<file path="src/rtl/rip_csr_trap_unit_if.sv">
// rip_csr_trap_unit_if: decode/execute <-> CSR/trap unit bus.
//   master (pipeline side): drives CSR access, exceptions, mret; receives read data and redirect.
//   slave  (rip_csr_trap_unit): the opposite directions.
interface rip_csr_trap_unit_if;
    logic        csr_valid;
    logic [1:0]  csr_op;
    logic [11:0] csr_addr;
    logic [31:0] csr_wdata;
    logic [31:0] inst_pc;
    logic        exc_illegal;
    logic        exc_ecall;
    logic        mret;
    logic [31:0] csr_rdata;
    logic        csr_rdata_valid;
    logic        redirect_valid;
    logic [31:0] redirect_pc;
    logic        busy;
    modport master (
        output csr_valid, csr_op, csr_addr, csr_wdata, inst_pc, exc_illegal, exc_ecall, mret,
        input  csr_rdata, csr_rdata_valid, redirect_valid, redirect_pc, busy
    );
    modport slave (
        input  csr_valid, csr_op, csr_addr, csr_wdata, inst_pc, exc_illegal, exc_ecall, mret,
        output csr_rdata, csr_rdata_valid, redirect_valid, redirect_pc, busy
    );
endinterface

</file>
<file path="src/rtl/rip_csr_trap_unit.sv">
// rip_csr_trap_unit: machine-mode CSR file (mtvec/mepc/mcause) and trap/mret sequencer.
//   clk, rstn (synchronous, active-low), bus (rip_csr_trap_unit_if.slave).
//   Optional 64-bit mcycle counter at 0xB00/0xB80 when RIP_CSR_MCYCLE_EN is defined.
module rip_csr_trap_unit #(
    parameter logic [31:0] RESET_PC = 32'h0
) (
    input logic              clk,
    input logic              rstn,
    rip_csr_trap_unit_if.slave bus
);
    localparam logic [11:0] MTVEC   = 12'h305;
    localparam logic [11:0] MEPC    = 12'h341;
    localparam logic [11:0] MCAUSE  = 12'h342;
    localparam logic [31:0] CAUSE_ILLEGAL_INST = 32'd2;
    localparam logic [31:0] CAUSE_ECALL        = 32'd11;
    typedef enum logic {RUN, FLUSH} state_e;
    state_e      state_q;
    logic [31:0] mtvec_q, mepc_q, mcause_q, csr_rdata_q, redirect_pc_q;
    logic        csr_rdata_valid_q, redirect_valid_q;
    logic [31:0] old_val, new_val;
    logic        access, impl, run, take_ill, take_ecall, take_mret, take_csr, wr;
`ifdef RIP_CSR_MCYCLE_EN
    localparam logic [11:0] MCYCLE  = 12'hB00;
    localparam logic [11:0] MCYCLEH = 12'hB80;
    logic [63:0] mcycle_q, mcycle_d;
`endif
    always_comb begin
        access  = bus.csr_valid && (bus.csr_op != 2'b00);
        old_val = (bus.csr_addr == MTVEC) ? mtvec_q : (bus.csr_addr == MEPC) ? mepc_q :
                  (bus.csr_addr == MCAUSE) ? mcause_q : 32'h0;
        impl    = (bus.csr_addr == MTVEC) || (bus.csr_addr == MEPC) || (bus.csr_addr == MCAUSE);
`ifdef RIP_CSR_MCYCLE_EN
        old_val = (bus.csr_addr == MCYCLE) ? mcycle_q[31:0] :
                  (bus.csr_addr == MCYCLEH) ? mcycle_q[63:32] : old_val;
        impl    = impl || (bus.csr_addr == MCYCLE) || (bus.csr_addr == MCYCLEH);
`endif
        new_val = (bus.csr_op == 2'b01) ? bus.csr_wdata :
                  (bus.csr_op == 2'b10) ? (old_val | bus.csr_wdata) : (old_val & ~bus.csr_wdata);
        run        = (state_q == RUN);
        // Fixed priority: exc_illegal > illegal CSR > ecall > mret > CSR access
        take_ill   = run && (bus.exc_illegal || (access && !impl));
        take_ecall = run && !take_ill && bus.exc_ecall;
        take_mret  = run && !take_ill && !bus.exc_ecall && bus.mret;
        take_csr   = run && access && impl && !bus.exc_illegal && !bus.exc_ecall && !bus.mret;
        // RS/RC with a zero mask must not write (matters for read-only-style reads)
        wr         = take_csr && ((bus.csr_op == 2'b01) || (bus.csr_wdata != 32'h0));
`ifdef RIP_CSR_MCYCLE_EN
        mcycle_d = (wr && bus.csr_addr == MCYCLE)  ? {mcycle_q[63:32], new_val} :
                   (wr && bus.csr_addr == MCYCLEH) ? {new_val, mcycle_q[31:0]} : mcycle_q + 64'd1;
`endif
    end
    always_ff @(posedge clk) begin
        if (!rstn) begin
            state_q           <= RUN;
            mtvec_q           <= 32'h0;
            mepc_q            <= 32'h0;
            mcause_q          <= 32'h0;
            csr_rdata_q       <= 32'h0;
            csr_rdata_valid_q <= 1'b0;
            redirect_valid_q  <= 1'b0;
            redirect_pc_q     <= RESET_PC;
`ifdef RIP_CSR_MCYCLE_EN
            mcycle_q          <= 64'h0;
`endif
        end else begin
            state_q           <= (take_ill || take_ecall || take_mret) ? FLUSH : RUN;
            csr_rdata_valid_q <= take_csr;
            redirect_valid_q  <= take_ill || take_ecall || take_mret;
            if (take_ill || take_ecall) begin
                mepc_q        <= {bus.inst_pc[31:2], 2'b00};
                mcause_q      <= take_ill ? CAUSE_ILLEGAL_INST : CAUSE_ECALL;
                redirect_pc_q <= mtvec_q;
            end
            if (take_mret) redirect_pc_q <= mepc_q;
            if (take_csr) csr_rdata_q <= old_val;
            if (wr && bus.csr_addr == MTVEC) mtvec_q <= {new_val[31:2], 2'b00};
            if (wr && bus.csr_addr == MEPC) mepc_q <= {new_val[31:2], 2'b00};
            if (wr && bus.csr_addr == MCAUSE) mcause_q <= new_val;
`ifdef RIP_CSR_MCYCLE_EN
            mcycle_q <= mcycle_d;
`endif
        end
    end
    assign bus.csr_rdata       = csr_rdata_q;
    assign bus.csr_rdata_valid = csr_rdata_valid_q;
    assign bus.redirect_valid  = redirect_valid_q;
    assign bus.redirect_pc     = redirect_pc_q;
    assign bus.busy            = (state_q == FLUSH);
endmodule

</file>
<file path="src/flat_wrapper.sv">
// flat-port wrapper written by rule: the top's interface ports become plain ports
module rip_csr_trap_unit_flat 
#(
    parameter logic [31:0] RESET_PC = 32'h0
)
  (clk, rstn, bus_csr_valid, bus_csr_op, bus_csr_addr, bus_csr_wdata, bus_inst_pc, bus_exc_illegal, bus_exc_ecall, bus_mret, bus_csr_rdata, bus_csr_rdata_valid, bus_redirect_valid, bus_redirect_pc, bus_busy);
  rip_csr_trap_unit_if bus_i ();
  input logic clk;
  input logic rstn;
  input wire logic [$bits(bus_i.csr_valid)-1:0] bus_csr_valid;
  input wire logic [$bits(bus_i.csr_op)-1:0] bus_csr_op;
  input wire logic [$bits(bus_i.csr_addr)-1:0] bus_csr_addr;
  input wire logic [$bits(bus_i.csr_wdata)-1:0] bus_csr_wdata;
  input wire logic [$bits(bus_i.inst_pc)-1:0] bus_inst_pc;
  input wire logic [$bits(bus_i.exc_illegal)-1:0] bus_exc_illegal;
  input wire logic [$bits(bus_i.exc_ecall)-1:0] bus_exc_ecall;
  input wire logic [$bits(bus_i.mret)-1:0] bus_mret;
  output wire logic [$bits(bus_i.csr_rdata)-1:0] bus_csr_rdata;
  output wire logic [$bits(bus_i.csr_rdata_valid)-1:0] bus_csr_rdata_valid;
  output wire logic [$bits(bus_i.redirect_valid)-1:0] bus_redirect_valid;
  output wire logic [$bits(bus_i.redirect_pc)-1:0] bus_redirect_pc;
  output wire logic [$bits(bus_i.busy)-1:0] bus_busy;
  assign bus_i.csr_valid = bus_csr_valid;
  assign bus_i.csr_op = bus_csr_op;
  assign bus_i.csr_addr = bus_csr_addr;
  assign bus_i.csr_wdata = bus_csr_wdata;
  assign bus_i.inst_pc = bus_inst_pc;
  assign bus_i.exc_illegal = bus_exc_illegal;
  assign bus_i.exc_ecall = bus_exc_ecall;
  assign bus_i.mret = bus_mret;
  assign bus_csr_rdata = bus_i.csr_rdata;
  assign bus_csr_rdata_valid = bus_i.csr_rdata_valid;
  assign bus_redirect_valid = bus_i.redirect_valid;
  assign bus_redirect_pc = bus_i.redirect_pc;
  assign bus_busy = bus_i.busy;
  rip_csr_trap_unit #(.RESET_PC(RESET_PC)) u_core (.clk(clk), .rstn(rstn), .bus(bus_i));
endmodule
</file>
<file path="config.mk">
export PLATFORM = sky130hd
export DESIGN_NAME = rip_csr_trap_unit_flat
export DESIGN_NICKNAME = d
export VERILOG_FILES = /design/src/rtl/rip_csr_trap_unit_if.sv /design/src/rtl/rip_csr_trap_unit.sv /design/src/flat_wrapper.sv
export SDC_FILE = /design/constraint.sdc
export NUM_CORES = 1
export LEC_CHECK = 0
export BUFFER_PORTS_ARGS = -buffer_cell sky130_fd_sc_hd__buf_2
export CAP_MARGIN = 20
export CORE_UTILIZATION = 35
export CTS_CLUSTER_DIAMETER = 50
export DETAILED_ROUTE_END_ITERATION = 10
export GPL_ROUTABILITY_DRIVEN = 0
export HOLD_SLACK_MARGIN = 0.08
export SLEW_MARGIN = 10
export SYNTH_ARGS = -nofsm -noshare
export SYNTH_HDL_FRONTEND = slang
export SYNTH_SLANG_ARGS = --single-unit
export TNS_END_PERCENT = 50
</file>
<file path="constraint.sdc">
create_clock -name clk -period 2.7 [get_ports clk]
set_input_delay 0.81 -clock clk [delete_from_list [all_inputs] [get_ports clk]]
set_output_delay 0.81 -clock clk [all_outputs]
set_load 0.005 [all_outputs]
</file>
* Word level (Yosys, flattened, before mapping)
Index checks and enable logic that the tools add are counted.
** Operators by class
- Reduce and logical (&&, ||, !) cells :: 32
- Shift-type cells :: 0
- Muxes and demuxes :: 13
- Equal/unequal tests :: 5
- Bitwise logic cells :: 4
- Add/sub/neg operators :: 0
- Divide/modulo/power cells :: 0
- Multipliers :: 0
- Magnitude comparators :: 0
** Operator list (count)
- 32-bit 2-to-1 mux :: 11
- 12-bit by 10-bit equality test with 1-bit output (second input constant) :: 3
- 32-bit bitwise AND :: 1
- 32-bit NOT :: 1
- 32-bit bitwise OR :: 1
- 32-bit nonzero test :: 1
- 1-bit logical AND :: 16
- 2-bit nonzero test :: 4
- 1-bit logical OR :: 6
- 1-bit logical NOT :: 5
- 4-bit 2-to-1 mux :: 1
- 2-bit by 1-bit equality test with 1-bit output (second input constant) :: 1
- 2-bit equality test (second input constant) :: 1
- 1-bit 2-to-1 mux :: 1
- 1-bit NOT :: 1
** Word-level totals
- Memory bits (read-only) :: 0
- Input bits :: 84
- Bits in latches :: 0
- Register bits :: 159
- Memories :: 0
- Output and inout port bits :: 67
- RAM bits :: 0

* Longest topological paths before layout
Gate-level depths: netlist of run 1.
- Word-level depth :: 13
- Depth in mapped cells :: 9
- Mapped depth without buffers :: 6

* Worst setup path before layout of run 1
No wires, ideal clock.
- Path type :: input to register
- Start point :: in bus_csr_addr[3]
- End point :: reg u_core.mepc_q[16]
- Required time :: 2.582 ns
- Slack :: -0.034 ns
- Library setup time :: 0.118 ns
- Stages on the path :: 7
- Arrival :: 2.616 ns
- Cells stage by stage :: or4_4 nor4_4 nand2_4 or4_4 buf_6 o21ai_1 a21oi_1
** On the way
- Cells in the longest elaborated chain, start to end :: 12
** Ends and longest elaborated chain
- start, declared :: RTL line flat_wrapper.sv:12 : input wire logic [$bits(bus_i.csr_addr)-1:0] bus_csr_addr;
- branches (longest 12 deep; another with 32-bit 2-to-1 mux)
- end signal, assigned :: RTL line rip_csr_trap_unit.sv:70 : mepc_q <= {bus.inst_pc[31:2], 2'b00};
- end signal, assigned :: RTL line rip_csr_trap_unit.sv:77 : if (wr && bus.csr_addr == MEPC) mepc_q <= {new_val[31:2], 2'b00};
- end, declared :: RTL line rip_csr_trap_unit.sv:18 : logic [31:0] mtvec_q, mepc_q, mcause_q, csr_rdata_q, redirect_pc_q;
Parallel ways; which one is timed is not known.
A chain may end at the register's enable or synchronous reset.

* Final worst setup path of run 1
- Start point :: in bus_csr_addr[1]
- End point :: reg u_core.mepc_q[15]
The elaborated chain is that of the path after synthesis.

==> impl_metrics.json, run 1 <==
{
  "status": "finished with violations",
  "violations": "design-rule violations",
  "grt_pass1_vias": 8070,
  "die_w_um": 152,
  "max-cap-violations": 0,
  "routed_wl_um": 28500,
  "hp-class": "reg2reg",
  "clock_skew_ns": 0.00631,
  "synth_ff_type": "dfxtp_1",
  "ctsResizeCount": 0,
  "cts_setup_buffers": 0,
  "fp.dieH_um": 152,
  "hold_start": "u_core.bus.csr_rdata[3]",
  "yosysSeqAreaShare_pct": 39.6,
  "synth-edff-count": 0,
  "grt_max_degree": 69,
  "numCtsBuffers": 17,
  "worst_pin_slew_ns": 0.525,
  "holdPathStages": 2,
  "remaining_drc_errors": 26,
  "start_util_pct": 35.9,
  "cts_tree": "yes",
  "synth_seq_cells": 156,
  "drv_slew": 0,
  "io_buffers": 146,
  "path_clk_slew_ns": 0.06,
  "grt_use_total_pct": 24.6,
  "clock_sinks": 156,
  "rsz0062_at_grt": "false",
  "root_buffer": "clkbuf_16",
  "cts_max_path_buffers": 2,
  "syn_inst": 990,
  "viasPerCell": 5.63,
  "drtPass1Iterations": 9,
  "clock_latency_ns": 0.43,
  "relSlewSlack_pct": 65.0,
  "area_delta_synth_final_pct": 32.8,
  "fin_crit_sh_pct": 94.2,
  "finish.net_count": 1281,
  "final_hold_viol_count": 0,
  "start_kind": "input port",
  "dp_cells": 1458,
  "register_area_um2": 3120,
  "reg2reg_slack_ns": 0.32,
  "min_to": "u_core.bus.csr_rdata[3]",
  "via_count": 8401,
  "irDropWorstVdd_v": 0.000306,
  "critPathArrivalTime_ns": 2.91,
  "drive_gt1_share_pct": 29.6,
  "fin_crit_ns": 2.54,
  "yosysWarnings": 0,
  "reg2reg_from": "u_core.bus.busy",
  "antenna_found_initial": 4,
  "ant_nets": 0,
  "ios": 151,
  "cts-htree-levels": 4,
  "dieArea_um2": 23100,
  "critPathCaptureType": "register",
  "cp.required_ns": 3.06,
  "multiInputGateArea_um2": 4350,
  "r2r_cells": 8,
  "final_util_pct": 47.7,
  "synthesis.area_um2": 7890,
  "core-area_um2": 22000,
  "overflow": 0,
  "setup_violations": 0,
  "wl_per_cell_um": 19.1,
  "worstSetupPathType": "in2reg",
  "final_cells": 1493,
  "cts_hold_buf": 0,
  "grt_pass1_wl_um": 44200,
  "power_leakage_nw": 3.91,
  "synthArstFlopShare_pct": 0,
  "synth.distinct_cells": 52,
  "synth.avg_cell_area_um2": 7.96,
  "powerDensity_nw_per_um2": 536,
  "drt_iter0_markers": 777,
  "max_freq_mhz": 393,
  "regToRegEndpoint": "u_core.mtvec_q[11]",
  "hpwl_um": 19700,
  "n_fill_cell": 2159,
  "critPathMaxFanout": 16,
  "num_rows": 54
}
registers in the layout, summed over array words and instances (netlist names):
name / flops
u_core.bus.busy: 1
u_core.bus.csr_rdata: 32
u_core.bus.csr_rdata_valid: 1
u_core.bus.redirect_pc: 30
u_core.mcause_q: 32
u_core.mepc_q: 30
u_core.mtvec_q: 30
area by class of cell:
cell class                 instances  share of cell area (%)
sequential                       156                    29.8
timing repair buffer             283                    18.9
tap                              280                    3.35
clock inverter                    10                    1.34
clock buffer                      21                    4.40
inverter                          14                   0.514
antenna                            4                  0.0956
multi-input combinational        725                    41.5
worst max-delay path by stage:
| stage | cells past startpoint | from | slack, ns | to |
|---|---|---|---|---|
| CTS | 9 | bus_exc_illegal | 0.18 | u_core.mtvec_q[11] |
| global placement | 9 | bus_exc_illegal | -0.24 | u_core.mtvec_q[2] |
| detailed placement | 9 | bus_exc_illegal | -0.26 | u_core.mtvec_q[13] |
| global route | 10 | bus_csr_addr[5] | 0.02 | u_core.mtvec_q[30] |
| floorplan | 7 | bus_exc_illegal | 0.03 | u_core.mepc_q[16] |
| finish | 10 | bus_csr_addr[1] | 0.16 | u_core.mepc_q[15] |
worst max-delay path, cell delays in order:
cell and delay (ns):
buf_2 0.10, buf_4 0.14, nor4b_2 0.35, buf_4 0.32, buf_4 0.27, a32oi_1 0.13
o2bb2ai_1 0.30, o221a_2 0.28, o21ai_1 0.07, a21oi_1 0.13
through the flow:
stage	setup slack (ns)	total power [W]	instance area (um2)	hold WS [ns]	setup TNS (ns)
after CTS	0.177	0.00564	10500	0.455	0
after detailed placement	-0.256	0.00317	9860	0.447	-22.22
after global routing	0.0166	0.00581	10500	0.480	0
final	0.156	0.00562	10500	0.452	0
after global placement	-0.241	0.00317	9860	0.445	-18.92
after floorplan	0.0267	0.00282	7890	0.444	0
layer usage:
layer,up-vias,GRT usage (%),part of all wire [%]
met1,3968,31.5,42
li1,4009,-,-
met3,58,4.42,7.4
met4,0,10.3,2.7
met5,-,0,0
met2,366,40.8,47
cells by family after synthesis:
group | after synthesis | synth area share, %
simple gates | 353 | 20.5
compound gates | 315 | 26.9
flops | 156 | 39.6
buf+inv | 110 | 6.25
xor+xnor | 33 | 3.67
mux | 22 | 2.97
other cells | 1 | 0.0476
cells in the mapped netlist (2+ instances only):
cell type | instances | share of area, %
dfxtp_1 | 156 | 40
clkbuf_1 | 62 | 3.0
nand3_1 | 52 | 3.3
buf_6 | 2 | 0.29
buf_4 | 11 | 1.0
a221oi_2 | 3 | 0.57
o21ai_0 | 53 | 3.4
nor4b_1 | 3 | 0.33
a31oi_1 | 32 | 2.5
inv_1 | 13 | 0.62
nand4_1 | 2 | 0.16
buf_1 | 2 | 0.095
o2bb2ai_1 | 12 | 1.3
o21a_1 | 18 | 1.7
nor3_1 | 19 | 1.2
a32oi_1 | 30 | 3.3
a221oi_1 | 28 | 3.1
and2_1 | 6 | 0.48
nor4_4 | 3 | 0.81
or4_4 | 2 | 0.29
xor2_1 | 13 | 1.4
buf_2 | 18 | 1.1
nor4_1 | 9 | 0.71
xnor2_1 | 20 | 2.2
mux2_2 | 11 | 1.6
a22oi_1 | 20 | 1.9
nor2_1 | 73 | 3.5
o21ai_1 | 12 | 0.76
mux2i_1 | 11 | 1.4
a211oi_1 | 7 | 0.67
a21oi_1 | 82 | 5.2
nor2b_1 | 5 | 0.40
nand2b_1 | 8 | 0.63
o221a_2 | 13 | 1.9
nand2_1 | 162 | 7.7
power by group:
part	leakage (nW)	internal (W)	switching, W
combinational	2.35	0.000293	0.000423
clock	0.286	0.00150	0.000982
sequential	1.27	0.00237	0.0000467
placed cells by master, fill, tap and decap left out, types with 19 or more instances in the layout:
master and count:
a21oi_1 81, a221oi_1 28, a22oi_1 20, a31oi_1 31, a32oi_1 30, buf_2 146
buf_4 119, dfxtp_1 156, nand2_1 162, nand3_1 52, nor2_1 72, nor3_1 19
o21ai_0 53, xnor2_1 20
No activity file was read; power rests on OpenSTA's default activity.
==> run 2, diff against run 1 <==
CTS_BUF_LIST = sky130_fd_sc_hd__clkbuf_8 sky130_fd_sc_hd__clkbuf_16   (was not set)
RECOVER_POWER = 50   (was not set)
==> impl_metrics.json, run 2 (synthesized netlist as in run 1, its figures left out) <==
{
  "status": "finished with violations",
  "violations": "design-rule violations",
  "max-cap-violations": 0,
  "cts_max_path_buffers": 2,
  "cts_tree": "yes",
  "cts-htree-levels": 4,
  "dieArea_um2": 23100,
  "drive_gt1_share_pct": 26.1,
  "total_power_w": 0.00559,
  "n_fill_cell": 2182,
  "antenna_found_initial": 4,
  "cp.required_ns": 3.04,
  "drt_iter0_markers": 800,
  "grt_util_met2_pct": 40.8,
  "final_common_cell": "nand2_1",
  "io_buffers": 146,
  "cp_top_family": "simple AND/OR/NAND/NOR gates",
  "num_rows": 54,
  "path_clk_slew_ns": 0.06,
  "crit_chain": "clkbuf_1, or4_4, nor4_4, clkbuf_1, and2_0, buf_4, nor2_1, nor3_1",
  "cts_hold_buf": 0,
  "drv_slew": 0,
  "core-area_um2": 22000,
  "hp-class": "reg2reg",
  "crit_path_frequent_cell": "clkbuf_1",
  "register_area_um2": 3120,
  "irDropWorstVdd_v": 0.000308,
  "die_w_um": 152,
  "placed_cell_area_um2": 9860,
  "grt_max_degree": 69,
  "start_util_pct": 35.9,
  "cts_setup_buffers": 0,
  "top_usage_layer": "met2",
  "setup_violations": 0,
  "critPathArrivalTime_ns": 2.92,
  "wl_per_cell_um": 19.0,
  "start_kind": "input port",
  "slowest_stage": "or4_4",
  "ctsResizeCount": 0,
  "remaining_drc_errors": 26,
  "area_delta_synth_final_pct": 31.7,
  "max_freq_mhz": 388,
  "grt_pass1_wl_um": 44200,
  "worstSetupPathType": "in2reg",
  "critPathMaxFanout": 13,
  "root_buffer": "clkbuf_16",
  "clock_sinks": 156,
  "critPathMaxStageDelay_ns": 0.54,
  "multiInputGateArea_um2": 4340,
  "powerDensity_nw_per_um2": 538,
  "viasPerCell": 5.59,
  "clock_skew_ns": 0.00623,
  "crit_buf_inv": 3,
  "critPathCaptureType": "register",
  "finish.net_count": 1281,
  "fp.dieH_um": 152,
  "relSlewSlack_pct": 59.2,
  "clock_latency_ns": 0.43,
  "overflow": 0,
  "ios": 151,
  "power_leakage_nw": 3.73,
  "use_met1_pct": 31.5,
  "final_hold_viol_count": 0,
  "ant_nets": 0,
  "routed_wl_um": 28400,
  "use_met3_pct": 4.42,
  "rsz0062_at_grt": "false",
  "fin_crit_ns": 2.58,
  "fin_crit_sh_pct": 95.4,
  "via_count": 8343,
  "grt_pass1_vias": 8070,
  "drtPass1Iterations": 8,
  "hpwl_um": 19700,
  "final_cell_area_um2": 10400,
  "grt_use_total_pct": 24.6,
  "layout_common_cells": "nand2_1, dfxtp_1, buf_4, buf_2, a21oi_1",
  "worst_pin_slew_ns": 0.611,
  "numCtsBuffers": 17
}
-- run 2: where the power goes --
group          total (W)  switching [W]  internal (W)
clock network    0.00247       0.000979       0.00149
registers        0.00242      0.0000472       0.00237
logic           0.000702       0.000422      0.000280
total            0.00559        0.00145       0.00414
-- run 2: routing by layer --
| layer | wire length [um] | share of wire, % |
|---|---|---|
| met2 | 13600 | 48 |
| met1 | 12100 | 43 |
| met4 | 711 | 2.5 |
| met5 | 0 | 0 |
| met3 | 2010 | 7.1 |
-- run 2: path summary, 6_finish.rpt --
path	from	end	slack (ns)	cells after the start
worst max register to register	u_core.bus.busy	u_core.bus.csr_rdata[18]	0.28	7
worst min-delay path	u_core.bus.csr_rdata[3]	u_core.bus.csr_rdata[3]	0.45	2
worst min register to register	u_core.bus.csr_rdata[3]	u_core.bus.csr_rdata[3]	0.45	2
worst max-delay path	bus_exc_illegal	u_core.bus.csr_rdata[18]	0.12	8
-- run 2: layout make-up --
class / count / share of cell area [%]
Timing Repair Buffer: 283 / 18.4
Antenna cell: 4 / 0.0964
Multi-Input combinational cell: 725 / 41.8
Clock buffer: 19 / 4.36
Sequential cell: 156 / 30.1
Clock inverter: 12 / 1.42
Tap cell: 280 / 3.37
Inverter: 14 / 0.518
-- run 2: through the flow --
step	worst slack [ns]	hold slack (ns)	setup TNS [ns]	util, %	cells
finish	0.123	0.452	0	47.3	1493
global route	0.0166	0.480	0	47.3	1492
CTS	0.177	0.455	0	47.6	1489
detailed placement	-0.256	0.447	-22.22	44.9	1458
global placement	-0.241	0.445	-18.92	44.9	1458
floorplan	0.0267	0.444	0	-	991
-- run 2: worst register-to-register path, delay by kind of cell (launching register included) --
| kind | cells | cell delay (ns) |
|---|---|---|
| DFF | 1 | 0.32 |
| buffers and inverters | 2 | 0.51 |
| and+or+nand+nor | 5 | 1.51 |
==> run 3, diff against run 2 <==
clock period = 2.8 ns   (was 2.7 ns; I/O delays follow)
==> impl_metrics.json, run 3 (synthesized netlist as in run 1, its figures left out) <==
{
  "status": "finished with violations",
  "violations": "design-rule violations",
  "drive_gt1_share_pct": 25.2,
  "drtPass1Iterations": 8,
  "irDropWorstVdd_v": 0.000403,
  "remaining_drc_errors": 16,
  "cts_max_path_buffers": 2,
  "ios": 151,
  "powerDensity_nw_per_um2": 509,
  "io_buffers": 146,
  "total_power_w": 0.00519,
  "placed_cell_area_um2": 9760,
  "fin_crit_sh_pct": 93.9,
  "root_buffer": "clkbuf_16",
  "numCtsBuffers": 17,
  "cts_tree": "yes",
  "routed_wl_um": 28000,
  "final_hold_viol_count": 0,
  "p_int_w": 0.00383,
  "r2r_cells": 8,
  "power.share.clock_pct": 42.2,
  "cts_setup_buffers": 0,
  "critPathCaptureType": "register",
  "grt_pass1_wl_um": 43000,
  "final_cells": 1473,
  "min_to": "u_core.bus.csr_rdata[17]",
  "slowest_stage": "or4_4",
  "rsz0062_at_grt": "false",
  "start_kind": "input port",
  "whs_ns": 0.450,
  "grt_use_total_pct": 24.1,
  "cp.required_ns": 3.09,
  "hp-class": "reg2reg",
  "power_leakage_nw": 3.66,
  "critPathArrivalTime_ns": 2.92,
  "clock_sinks": 156,
  "max-cap-violations": 0,
  "final_cell_area_um2": 10200,
  "dieArea_um2": 23100,
  "start_util_pct": 35.9,
  "dp_cells": 1443,
  "cp_top_family": "simple AND/OR/NAND/NOR gates",
  "worstSetupPathType": "in2reg",
  "ant_nets": 0,
  "clock_latency_ns": 0.44,
  "cts_hold_buf": 0,
  "fp.dieH_um": 152,
  "final_common_cell": "nand2_1",
  "overflow": 0,
  "grt_pass1_vias": 7644,
  "layout_common_cells": "nand2_1, dfxtp_1, buf_2, buf_4, a21oi_1",
  "switching_share_pct": 26.3,
  "crit_chain": "buf_2, or4_4, nor2_1, a21o_1, a31oi_1, clkbuf_4, o21ai_0, a31oi_1",
  "ctsResizeCount": 0,
  "pwr-share-comb_pct": 12.9,
  "holdPathStages": 2,
  "reg2reg_slack_ns": 0.53,
  "via_count": 8213,
  "core-area_um2": 22000,
  "reg2reg_from": "u_core.bus.busy",
  "die_w_um": 152,
  "critPathMaxStageDelay_ns": 0.59,
  "switchingPower_w": 0.00136,
  "fin_crit_ns": 2.63,
  "wl_per_cell_um": 19.0,
  "setup_violations": 0,
  "antenna_found_initial": 2,
  "cts-htree-levels": 4,
  "num_rows": 54,
  "hold_start": "u_core.bus.csr_rdata[17]",
  "grt_max_degree": 54,
  "p_seq_share_pct": 44.9,
  "regToRegEndpoint": "u_core.mepc_q[29]",
  "max_freq_mhz": 380,
  "crit_buf_inv": 2,
  "worst-path-stages": 8,
  "drv_slew": 0,
  "viasPerCell": 5.58,
  "drt_iter0_markers": 769,
  "critPathMaxFanout": 53,
  "hpwl_um": 19700,
  "relSlewSlack_pct": 64.3,
  "area_delta_synth_final_pct": 29.3,
  "path_clk_slew_ns": 0.06,
  "clock_skew_ns": 0.00696,
  "crit_path_frequent_cell": "a31oi_1",
  "finish.net_count": 1266,
  "worst_pin_slew_ns": 0.536
}
[run 3: cell count changes in the layout (fill, tap and decap cells not counted), sizes merged]
cell / before / now
buf: 239 / 226
bufinv: 3 / 2
clkbuf: 63 / 59
clkinv: 4 / 6
clkinvlp: 3 / 1
diode: 4 / 2
[run 3: worst max-delay path by stage]
stage / from / endpoint / slack (ns)
finish: bus_csr_addr[3] / u_core.bus.redirect_pc[7] / 0.17
global route: bus_csr_addr[2] / u_core.bus.redirect_pc[7] / 0.03
CTS: bus_csr_addr[3] / u_core.mepc_q[27] / 0.16
detailed placement: bus_csr_addr[3] / u_core.mepc_q[27] / -0.29
global placement: bus_csr_addr[3] / u_core.mepc_q[14] / -0.22
floorplan: bus_csr_addr[3] / u_core.mepc_q[16] / 0.04
[run 3: tightest hold or removal path, stage by stage, from the launching register on]
cell,delay [ns]
dfxtp_1,0.31
nand2_1,0.05
a21oi_1,0.05
[run 3: layout make-up]
| type | count | area, um2 |
|---|---|---|
| Multi-Input combinational cell | 725 | 4310 |
| Timing Repair Buffer | 268 | 1820 |
| Clock buffer | 17 | 425 |
| Sequential cell | 156 | 3120 |
| Antenna cell | 2 | 5.00 |
| Inverter | 14 | 52.6 |
| Fill cell | 2218 | 11800 |
| Tap cell | 280 | 350 |
| Clock inverter | 11 | 109 |
[run 3: per-layer routing]
metal	GRT usage [%]	vias to the layer above	share of wire, %
li1	-	3968	-
met3	4.39	43	7.3
met4	9.82	0	2.2
met5	0	-	0
met1	31.9	3887	44
met2	38.7	315	47
[run 3: through the flow]
| step | util [%] | worst slack [ns] | TNS (ns) |
|---|---|---|---|
| floorplan | - | 0.0362 | 0 |
| global placement | 44.4 | -0.220 | -10.16 |
| finish | 46.4 | 0.171 | 0 |
| detailed placement | 44.4 | -0.293 | -12.83 |
| CTS | 46.9 | 0.161 | 0 |
| global route | 46.4 | 0.0302 | 0 |
[run 3: power groups by stage]
stage          clock network (W)  registers (W)  logic (W)
2_1_floorplan                  0        0.00237   0.000351
3_5_place_dp                   0        0.00238   0.000682
3_3_place_gp                   0        0.00238   0.000675
4_1_cts                  0.00222        0.00233   0.000684
6_report                 0.00219        0.00233   0.000671
5_1_grt                  0.00232        0.00234   0.000720
